File: src/rtl/game_pkg.sv
// Shared types and constants for the game controller score logic.
package game_pkg;

    typedef enum logic [1:0] {
        PLAY = 2'd0,
        HOLD = 2'd1,
        OVER = 2'd2
    } state_e;

    typedef logic [3:0] bcd_digit_t;

    localparam bcd_digit_t BCD_MAX_DIGIT = 4'd9;

endpackage

File: src/rtl/score_keeper_bcd_counter.sv
// Per-player BCD score counter with a ripple carry chain, saturation at
// all-9s and a binary shadow copy used for the win comparison.
module bcd_counter
    import game_pkg::*;
#(
    parameter int DIGITS = 2,
    localparam int SHADOW_W = $clog2(10 ** DIGITS)
) (
    input  logic                  clk,
    input  logic                  reset,
    input  logic                  clr,
    input  logic                  inc,
    output logic [DIGITS*4-1:0]   bcd,
    output logic [SHADOW_W-1:0]   shadow_next
);

    bcd_digit_t [DIGITS-1:0] digits_q, digits_d;
    logic [SHADOW_W-1:0]     shadow_q, shadow_d;
    logic                    all_nines;
    logic                    carry;

    // Saturation detect: every digit already at its maximum value.
    always_comb begin
        all_nines = 1'b1;
        for (int i = 0; i < DIGITS; i++) begin
            if (digits_q[i] != BCD_MAX_DIGIT) begin
                all_nines = 1'b0;
            end
        end
    end

    // Next-value logic: clear wins over increment, increment ripples a carry
    // digit by digit and the shadow follows the same saturating rule.
    always_comb begin
        digits_d    = digits_q;
        shadow_d    = shadow_q;
        carry       = 1'b1;
        shadow_next = all_nines ? shadow_q : shadow_q + 1'b1;
        if (clr) begin
            digits_d = '0;
            shadow_d = '0;
        end else if (inc && !all_nines) begin
            for (int i = 0; i < DIGITS; i++) begin
                if (carry) begin
                    if (digits_q[i] == BCD_MAX_DIGIT) begin
                        digits_d[i] = 4'd0;
                    end else begin
                        digits_d[i] = digits_q[i] + 4'd1;
                        carry       = 1'b0;
                    end
                end
            end
            shadow_d = shadow_q + 1'b1;
        end
    end

    // Score registers.
    always_ff @(posedge clk or posedge reset) begin
        if (reset) begin
            digits_q <= '0;
            shadow_q <= '0;
        end else begin
            digits_q <= digits_d;
            shadow_q <= shadow_d;
        end
    end

    assign bcd = digits_q;

endmodule

File: src/rtl/score_keeper.sv
// Multi-player BCD score keeper: credits one point per rising score request
// (lowest index wins ties), enforces a lockout after each point and freezes
// all scores once a player reaches the winning score.
module score_keeper
    import game_pkg::*;
#(
    parameter int NUM_PLAYERS = 2,
    parameter int DIGITS      = 2,
    parameter int WIN_SCORE   = 11,
    parameter int HOLD_CYCLES = 1024,
    localparam int WINNER_W   = (NUM_PLAYERS > 1) ? $clog2(NUM_PLAYERS) : 1,
    localparam int SCORE_W    = DIGITS * 4
) (
    input  logic                           clk,
    input  logic                           reset,
    input  logic                           clear,
    input  logic [NUM_PLAYERS-1:0]         score_event,
    output logic [NUM_PLAYERS*SCORE_W-1:0] score_bcd,
    output logic [NUM_PLAYERS-1:0]         point_pulse,
    output logic                           game_over,
    output logic [WINNER_W-1:0]            winner,
    output logic                           busy
);

    localparam int SHADOW_W = $clog2(10 ** DIGITS);
    localparam int CNT_W    = (HOLD_CYCLES > 1) ? $clog2(HOLD_CYCLES) : 1;
    localparam logic [CNT_W-1:0]    HOLD_LOAD = CNT_W'(HOLD_CYCLES - 1);
    localparam logic [SHADOW_W-1:0] WIN_VAL   = SHADOW_W'(WIN_SCORE);

    if (NUM_PLAYERS < 1 || NUM_PLAYERS > 8) begin : g_bad_players
        $error("score_keeper: NUM_PLAYERS must be 1..8");
    end
    if (DIGITS < 1 || DIGITS > 4) begin : g_bad_digits
        $error("score_keeper: DIGITS must be 1..4");
    end
    if (WIN_SCORE < 0 || WIN_SCORE > (10 ** DIGITS) - 1) begin : g_bad_win
        $error("score_keeper: WIN_SCORE must be 0..10**DIGITS-1");
    end
    if (HOLD_CYCLES < 1) begin : g_bad_hold
        $error("score_keeper: HOLD_CYCLES must be at least 1");
    end

    state_e                 state_q, state_d;
    logic [CNT_W-1:0]       cnt_q, cnt_d;
    logic [NUM_PLAYERS-1:0] ev_q;
    logic [NUM_PLAYERS-1:0] pulse_q, pulse_d;
    logic [WINNER_W-1:0]    winner_q, winner_d;

    logic [NUM_PLAYERS-1:0] rise;
    logic [NUM_PLAYERS-1:0] sel_onehot;
    logic [NUM_PLAYERS-1:0] inc_vec;
    logic [WINNER_W-1:0]    sel_idx;
    logic                   sel_valid;
    logic                   win_hit;
    logic [SHADOW_W-1:0]    shadow_next [NUM_PLAYERS];

    assign rise = score_event & ~ev_q;

    // Pick the lowest-index rising player and check whether its next score wins.
    always_comb begin
        sel_valid  = 1'b0;
        sel_idx    = '0;
        sel_onehot = '0;
        win_hit    = 1'b0;
        for (int i = NUM_PLAYERS - 1; i >= 0; i--) begin
            if (rise[i]) begin
                sel_valid     = 1'b1;
                sel_idx       = WINNER_W'(i);
                sel_onehot    = '0;
                sel_onehot[i] = 1'b1;
                win_hit       = (WIN_SCORE != 0) && (shadow_next[i] == WIN_VAL);
            end
        end
    end

    // Game state machine: crediting, lockout countdown and game-over freeze.
    always_comb begin
        state_d  = state_q;
        cnt_d    = cnt_q;
        pulse_d  = '0;
        winner_d = winner_q;
        inc_vec  = '0;
        if (clear) begin
            state_d  = PLAY;
            cnt_d    = '0;
            winner_d = '0;
        end else begin
            case (state_q)
                PLAY: begin
                    if (sel_valid) begin
                        inc_vec = sel_onehot;
                        pulse_d = sel_onehot;
                        if (win_hit) begin
                            state_d  = OVER;
                            winner_d = sel_idx;
                        end else begin
                            state_d = HOLD;
                            cnt_d   = HOLD_LOAD;
                        end
                    end
                end
                HOLD: begin
                    if (cnt_q == '0) begin
                        state_d = PLAY;
                    end else begin
                        cnt_d = cnt_q - 1'b1;
                    end
                end
                OVER: begin
                    state_d = OVER;
                end
                default: begin
                    state_d = PLAY;
                end
            endcase
        end
    end

    // State, lockout counter, edge history, strobe and winner registers.
    always_ff @(posedge clk or posedge reset) begin
        if (reset) begin
            state_q  <= PLAY;
            cnt_q    <= '0;
            ev_q     <= '0;
            pulse_q  <= '0;
            winner_q <= '0;
        end else begin
            state_q  <= state_d;
            cnt_q    <= cnt_d;
            ev_q     <= score_event;
            pulse_q  <= pulse_d;
            winner_q <= winner_d;
        end
    end

    for (genvar g = 0; g < NUM_PLAYERS; g++) begin : g_player
        bcd_counter #(
            .DIGITS(DIGITS)
        ) u_counter (
            .clk        (clk),
            .reset      (reset),
            .clr        (clear),
            .inc        (inc_vec[g]),
            .bcd        (score_bcd[g*SCORE_W +: SCORE_W]),
            .shadow_next(shadow_next[g])
        );
    end

    assign point_pulse = pulse_q;
    assign game_over   = (state_q == OVER);
    assign busy        = (state_q == HOLD);
    assign winner      = winner_q;

endmodule

File: config.mk
export PLATFORM = sky130hd
export DESIGN_NAME = score_keeper
export DESIGN_NICKNAME = d
export VERILOG_FILES = /design/src/rtl/game_pkg.sv /design/src/rtl/score_keeper_bcd_counter.sv /design/src/rtl/score_keeper.sv
export SDC_FILE = /design/constraint.sdc
export NUM_CORES = 1
export LEC_CHECK = 0
export BUFFER_PORTS_ARGS = -buffer_cell sky130_fd_sc_hd__buf_4
export CAP_MARGIN = 10
export CORE_AREA = 2 2 76 78
export DETAILED_ROUTE_END_ITERATION = 10
export DIE_AREA = 0 0 78 80
export GPL_TIMING_DRIVEN = 0
export PLACE_DENSITY = 0.76
export SYNTH_ARGS = -nofsm -noshare
export SYNTH_HDL_FRONTEND = slang
export SYNTH_HIERARCHICAL = 1
export SYNTH_SLANG_ARGS = --single-unit
File: constraint.sdc
create_clock -name clk -period 2.4 [get_ports clk]
set_input_delay 0.36 -clock clk [delete_from_list [all_inputs] [get_ports clk]]
set_output_delay 0.36 -clock clk [all_outputs]
set_load 0.03 [all_outputs]
==> results of run 1 <==
metrics by stage:
stage | instance area (um2) | setup TNS [ps]
floorplan | 2880 | -1440
global placement | 3160 | -3870
detailed placement | 3160 | -4900
CTS | 3370 | -2130
global route | 3470 | -3550
finish | 3470 | -2240
final timing paths:
check | from | end | slack, ps | depth (start not counted)
max | g_player[0].u_counter/bcd[5]$_DFFE_PP0P_ | cnt_q[9]$_DFFE_PP0P_ | -240 | 11
min | reset | g_player[1].u_counter/bcd[3]$_DFFE_PP0P_ | 140 | 2
max reg2reg | g_player[0].u_counter/bcd[5]$_DFFE_PP0P_ | cnt_q[9]$_DFFE_PP0P_ | -240 | 11
min reg2reg | cnt_q[1]$_DFFE_PP0P_ | cnt_q[1]$_DFFE_PP0P_ | 540 | 1
max in group asynchronous | reset | g_player[0].u_counter/bcd[1]$_DFFE_PP0P_ | 1820 | 2
min in group clk | score_event[1] | ev_q[1]$_DFF_PP0_ | 170 | 1
layout make-up:
| class | instances | area [um2] |
|---|---|---|
| clock buffers | 7 | 76.3 |
| plain buffers | 8 | 48.8 |
| flip-flops and latches | 47 | 1190 |
| well taps | 72 | 90.1 |
| repair buffers | 44 | 330 |
| inverters | 11 | 41.3 |
| multi-input cells | 222 | 1670 |
| fillers | 454 | 1930 |
| clock inverters | 1 | 30.0 |
synthesized netlist by cell type, types with 5 or more instances:
library cell and number:
nand3b_1 5, nand2_1 21, nor3_1 8, a22o_1 8, xnor2_1 21, xor2_1 12, inv_1 9, dfrtp_1 47
nand4_1 8, a21oi_1 18, ha_1 11, nor2_1 29, nor3b_1 5, and3_1 9, nand3_1 14
registers in the layout, summed over array words and instances, names as in the netlist:
signal                       flops
g_player.u_counter/bcd          16
ev_q                             2
state_q                          2
g_player.u_counter/shadow_q     14
point_pulse                      2
cnt_q                           10
winner                           1
power groups by stage:
stage                     Clock [mW]  Combinational (mW)  Sequential [mW]
after floorplan                    0               0.155            0.876
after global placement             0               0.202            0.878
after detailed placement           0               0.207            0.880
after CTS                      0.590               0.210            0.862
after global routing           0.619               0.238            0.869
final                          0.572               0.211            0.863
kinds of logic (layout without fill, tap and decap cells):
family / Yosys count / after routing / synth area share
simple gates: 129 / 129 / 0.265
flops: 47 / 47 / 0.413
compound gates: 44 / 45 / 0.119
xor+xnor: 33 / 33 / 0.101
buf+inv: 20 / 71 / 0.0386
fa+ha+maj: 11 / 11 / 0.0483
mux: 4 / 4 / 0.0149
worst register-to-register path, cell delays in order, from the launching register on:
cell	delay, ps
dfrtp_2	380
inv_1	50
ha_2	180
and3b_2	260
nand2_8	90
nand4_1	140
xnor2_2	180
or4b_4	530
nor3_4	200
a21o_4	160
a211oi_4	90
a32o_1	270
metal layers:
| metal | part of all wire | vias up | global-route usage |
|---|---|---|---|
| li1 | - | 1117 | - |
| met1 | 0.46 | 1110 | 0.265 |
| met2 | 0.49 | 44 | 0.335 |
| met3 | 0.037 | 11 | 0.0305 |
| met4 | 0.017 | 0 | 0.0719 |
| met5 | 0 | - | 0 |
timing repair:
item	4_1_cts	5_1_grt
resized for setup	5	9
cloned	1	0
pin swaps	11	13
setup buffers	11	8
setup endpoints to repair	13	23
==> flow_metrics.tcl, run 1 <==
set metrics [dict create \
    core_area_um2 5410 \
    htree_levels 2 \
    postCtsHoldBufs 0 \
    worstPathMaxFanout 5 \
    clkPwrFrac 0.347 \
    synth_fp_nets 304 \
    start_util 0.527 \
    powerDensity_nw_per_um2 474 \
    worstMarginPinSlew_ps 730 \
    place_hpwl_um 3960 \
    place.gp.congestion 0.795 \
    die_h_um 80 \
    cts_tree "built" \
    fmax_mhz 379 \
    placed_cells 385 \
    ys_ff_latch 47 \
    dr.pass1.iters 4 \
    path_delay_family "simple AND/OR/NAND/NOR gates" \
    vias 2282 \
    critical_path.max_stage_delay_ps 530 \
    synth.top_cells.by_area "dfrtp_1, xnor2_1, ha_1" \
    cts.clk_slew.worst_paths_ps 90 \
    slowest_stage "or4b_4" \
    grt_pass1_wl_um 9980 \
    comb_power_share 0.128 \
    grt_overflow 0 \
    critPathRequiredTime_ps 2590 \
    antenna_found_initial 0 \
    final_cell_mix "buf_4, dfrtp_1, nor2_1" \
    worstSetupEndpointType "flip-flop" \
    grt_pass1_vias 2158 \
    clock-root-buffer "clkbuf_8" \
    setup_ws_ps -236 \
    finalPower_mw 1.65 \
    status "complete, but fails checks" \
    setup_viol 13 \
    synth_area_um2 2850 \
    fin_nets 355 \
    hold_viol_final 0 \
    clk_path_buf_depth 2 \
    final_common_cell "buf_4" \
    finalClockSkew_ps 7.96 \
    pre_cts_ws_ps -301 \
    track_usage 0.201 \
    p_leak_nw 1.56 \
    slew_headroom 0.510 \
    ioPinCount 26 \
    synth_cell_types 48 \
    die-area_um2 6240 \
    worstSetupPathType "reg -> reg" \
    yosysSeqAreaShare 0.413 \
    peakVddDrop_uv 326 \
    vias_per_cell 5.54 \
    failed_checks "setup timing" \
    clock_sinks 47 \
    diodes 0 \
    yosys.area.top_type "dfrtp_1" \
    fin_util 0.642 \
    area_growth_pct 21.9 \
    synth_cells 288 \
    drive_gt1_frac 0.294 \
    post-route-period-util 1.10 \
    async_flop_share 1.00 \
    drv_slew 0 \
    whs_ps 141 \
    synth_edf_count 0 \
    cts_inserted_buffers 5 \
    maxCapViolations 0 \
    dieWidth_um 78 \
    drc 0 \
    core.rowCount 27 \
    path_cells "inv_1, ha_2, and3b_2, nand2_8, nand4_1, xnor2_2, or4b_4, nor3_4, a21o_4, a211oi_4, a32o_1" \
    cp.arrival_ps 2830 \
    drt_iter0_drc 181 \
    rsz0062_at_grt "yes" \
    drt_wl_total_um 5860 \
    hp-class "in -> async" \
    internal_power_mw 1.23 \
    finalNonFillerCells 412 \
    portBuffers 25 \
    wl_per_cell_um 14.2 \
    yosysTopAreaCellShare 0.413 \
    cp.buffers_inverters 1 \
    grt_max_degree 18 \
    worstSkewPairLatency_ps 300 \
    p_sw_frac 0.255 \
    ant_nets 0 \
    start_kind "flip-flop" \
    switchingPower_mw 0.420 \
    seqPwrFrac 0.524 \
    ys.warnings.count 6 \
    ys.flop_type "dfrtp_1" \
    synth.avg_cell_area_um2 9.89 \
    fin_crit_ps 2640 \
]
(Power assumes the default switching activity.)
==> inputs of run 2 (changes only) <==
REMOVE_ABC_BUFFERS = 1   (was unset)
==> run 2 against run 1 <==
  * The flow still finishes with violations (setup timing)
  * Non-clock buffer count is 3 higher
  * Total power rose by 2.4%
  * Utilization rose by 0.63 points
  * Worst hold slack lost 17 ps
  * Critical path depth unchanged
  * Fmax is 4.9% higher
  * Clock skew is 3.5 ps higher
  * Worst setup slack improved by 120 ps
  * Cell count grew 0.73%
  * Largest power group unchanged
==> flow_metrics.tcl, run 2 (same netlist as run 1, synthesis figures left out) <==
set metrics [dict create \
    status "complete, but fails checks" \
    failed_checks "setup timing" \
    clk_path_buf_depth 2 \
    slowest_stage "or4b_4" \
    tns_ps -1050 \
    ioPinCount 26 \
    diodes 0 \
    fmax_mhz 398 \
    place_hpwl_um 3820 \
    pre_cts_ws_ps -382 \
    grt_max_degree 39 \
    drv_slew 0 \
    track_usage 0.207 \
    portBuffers 25 \
    ant_nets 0 \
    path_cells "ha_4, and3b_2, nand2_4, nand4_1, xnor2_1, or4b_4, nor3_4, a21o_4, a211oi_4, buf_6, a22o_1" \
    worstMarginPinSlew_ps 661 \
    largest_reg_flops 16 \
    antenna_found_initial 0 \
    hold_viol_final 0 \
    place.gp.congestion 0.762 \
    setup_viol 12 \
    clock_sinks 47 \
    critPathRequiredTime_ps 2610 \
    vias 2292 \
    grt_overflow 0 \
    placed_cells 377 \
    drt_wl_total_um 6120 \
    peakVddDrop_uv 364 \
    post-route-period-util 1.05 \
    drive_gt1_frac 0.306 \
    setup_ws_ps -114 \
    drc 0 \
    finalNonFillerCells 415 \
    area_growth_pct 23.1 \
    fin_util 0.649 \
    vias_per_cell 5.52 \
    postCtsHoldBufs 0 \
    die-area_um2 6240 \
    fin_crit_ps 2510 \
    finalPower_mw 1.69 \
    dieWidth_um 78 \
    drt_iter0_drc 124 \
    core_area_um2 5410 \
    grt_pass1_vias 2229 \
    final.fill_count 442 \
    rsz0062_at_grt "yes" \
    maxCapViolations 0 \
    wl_per_cell_um 14.7 \
    finalClockSkew_ps 11.4 \
    start_util 0.527 \
    hp-class "in -> async" \
    multiInputGateArea_um2 1650 \
    worstSkewPairLatency_ps 310 \
    htree_levels 2 \
    worstSetupEndpointType "flip-flop" \
    core.rowCount 27 \
    critical_path.max_stage_delay_ps 490 \
    start_kind "flip-flop" \
    grt_pass1_wl_um 10300 \
    cp.arrival_ps 2720 \
    dr.pass1.iters 4 \
    clock-root-buffer "clkbuf_8" \
    p_leak_nw 1.64 \
    worstSetupPathType "reg -> reg" \
    fin_nets 358 \
    cts.clk_slew.worst_paths_ps 90 \
    worstPathMaxFanout 6 \
    slew_headroom 0.556 \
    cts_tree "built" \
    regArea_um2 1180 \
    powerDensity_nw_per_um2 481 \
    cts_inserted_buffers 5 \
    final_cell_mix "buf_4, dfrtp_1, nor2_1" \
    final_common_cell "buf_4" \
    die_h_um 80 \
]
run 2: changes by cell type in the layout (fill, tap and decap cells not counted), sizes merged:
| cell | change |
|---|---|
| a211oi | -1 |
| a21o | +1 |
| buf | +6 |
| clkbuf | -5 |
| clkinvlp | +1 |
| inv | +1 |
run 2: power breakdown:
| part | total, mW | switching (mW) | leakage (nW) | internal [mW] |
|---|---|---|---|---|
| Sequential | 0.864 | 0.0402 | 0.623 | 0.824 |
| Clock | 0.600 | 0.286 | 0.0548 | 0.314 |
| Combinational | 0.222 | 0.126 | 0.965 | 0.0950 |
| Total | 1.69 | 0.452 | 1.64 | 1.23 |
run 2: layout make-up:
cell class / instances / share of cell area
multi-input cells: 222 / 0.470
well taps: 72 / 0.0257
clock inverters: 3 / 0.0132
repair buffers: 55 / 0.122
flip-flops and latches: 47 / 0.338
clock buffers: 5 / 0.0196
inverters: 11 / 0.0118
run 2: final timing paths:
kind / from / to / slack [ps] / depth (start not counted)
max reg2reg: g_player[1].u_counter/bcd[0]$_DFFE_PP0P_ / cnt_q[5]$_DFFE_PP0P_ / -110 / 11
min reg2reg: cnt_q[1]$_DFFE_PP0P_ / cnt_q[1]$_DFFE_PP0P_ / 560 / 1
max in group asynchronous: reset / point_pulse[1]$_DFF_PP0_ / 1810 / 2
max: g_player[1].u_counter/bcd[0]$_DFFE_PP0P_ / cnt_q[5]$_DFFE_PP0P_ / -110 / 11
min: reset / g_player[1].u_counter/shadow_q[3]$_DFFE_PP0P_ / 120 / 2
min in group clk: score_event[1] / ev_q[1]$_DFF_PP0_ / 160 / 1
run 2: through the flow:
| stage | hold WS [ps] | cell area (um2) |
|---|---|---|
| after floorplan | 261 | 2780 |
| after global routing | 157 | 3510 |
| after detailed placement | 467 | 3070 |
| final | 123 | 3510 |
| after global placement | 481 | 3060 |
| after CTS | 130 | 3370 |
run 2: worst max-delay path, delay by kind of cell (launching register included):
| family | cells | cell delay, ps |
|---|---|---|
| buf+inv | 1 | 160 |
| simple gates | 5 | 1060 |
| fa+ha+maj | 1 | 170 |
| xor+xnor | 1 | 140 |
| compound gates | 3 | 430 |
| flops | 1 | 440 |
run 2: repair_timing:
item / CTS / global route
cloned: 1 / 0
gates resized for setup: 15 / 11
pin swaps: 16 / 5
setup endpoints to repair: 13 / 14
setup buffers: 19 / 10
run 2: per-layer routing:
metal,track usage,share of wire,vias up
met4,0.0614,0.015,0
met2,0.362,0.50,41
li1,-,-,1129
met1,0.257,0.45,1111
met3,0.0430,0.035,11
met5,0,0,-
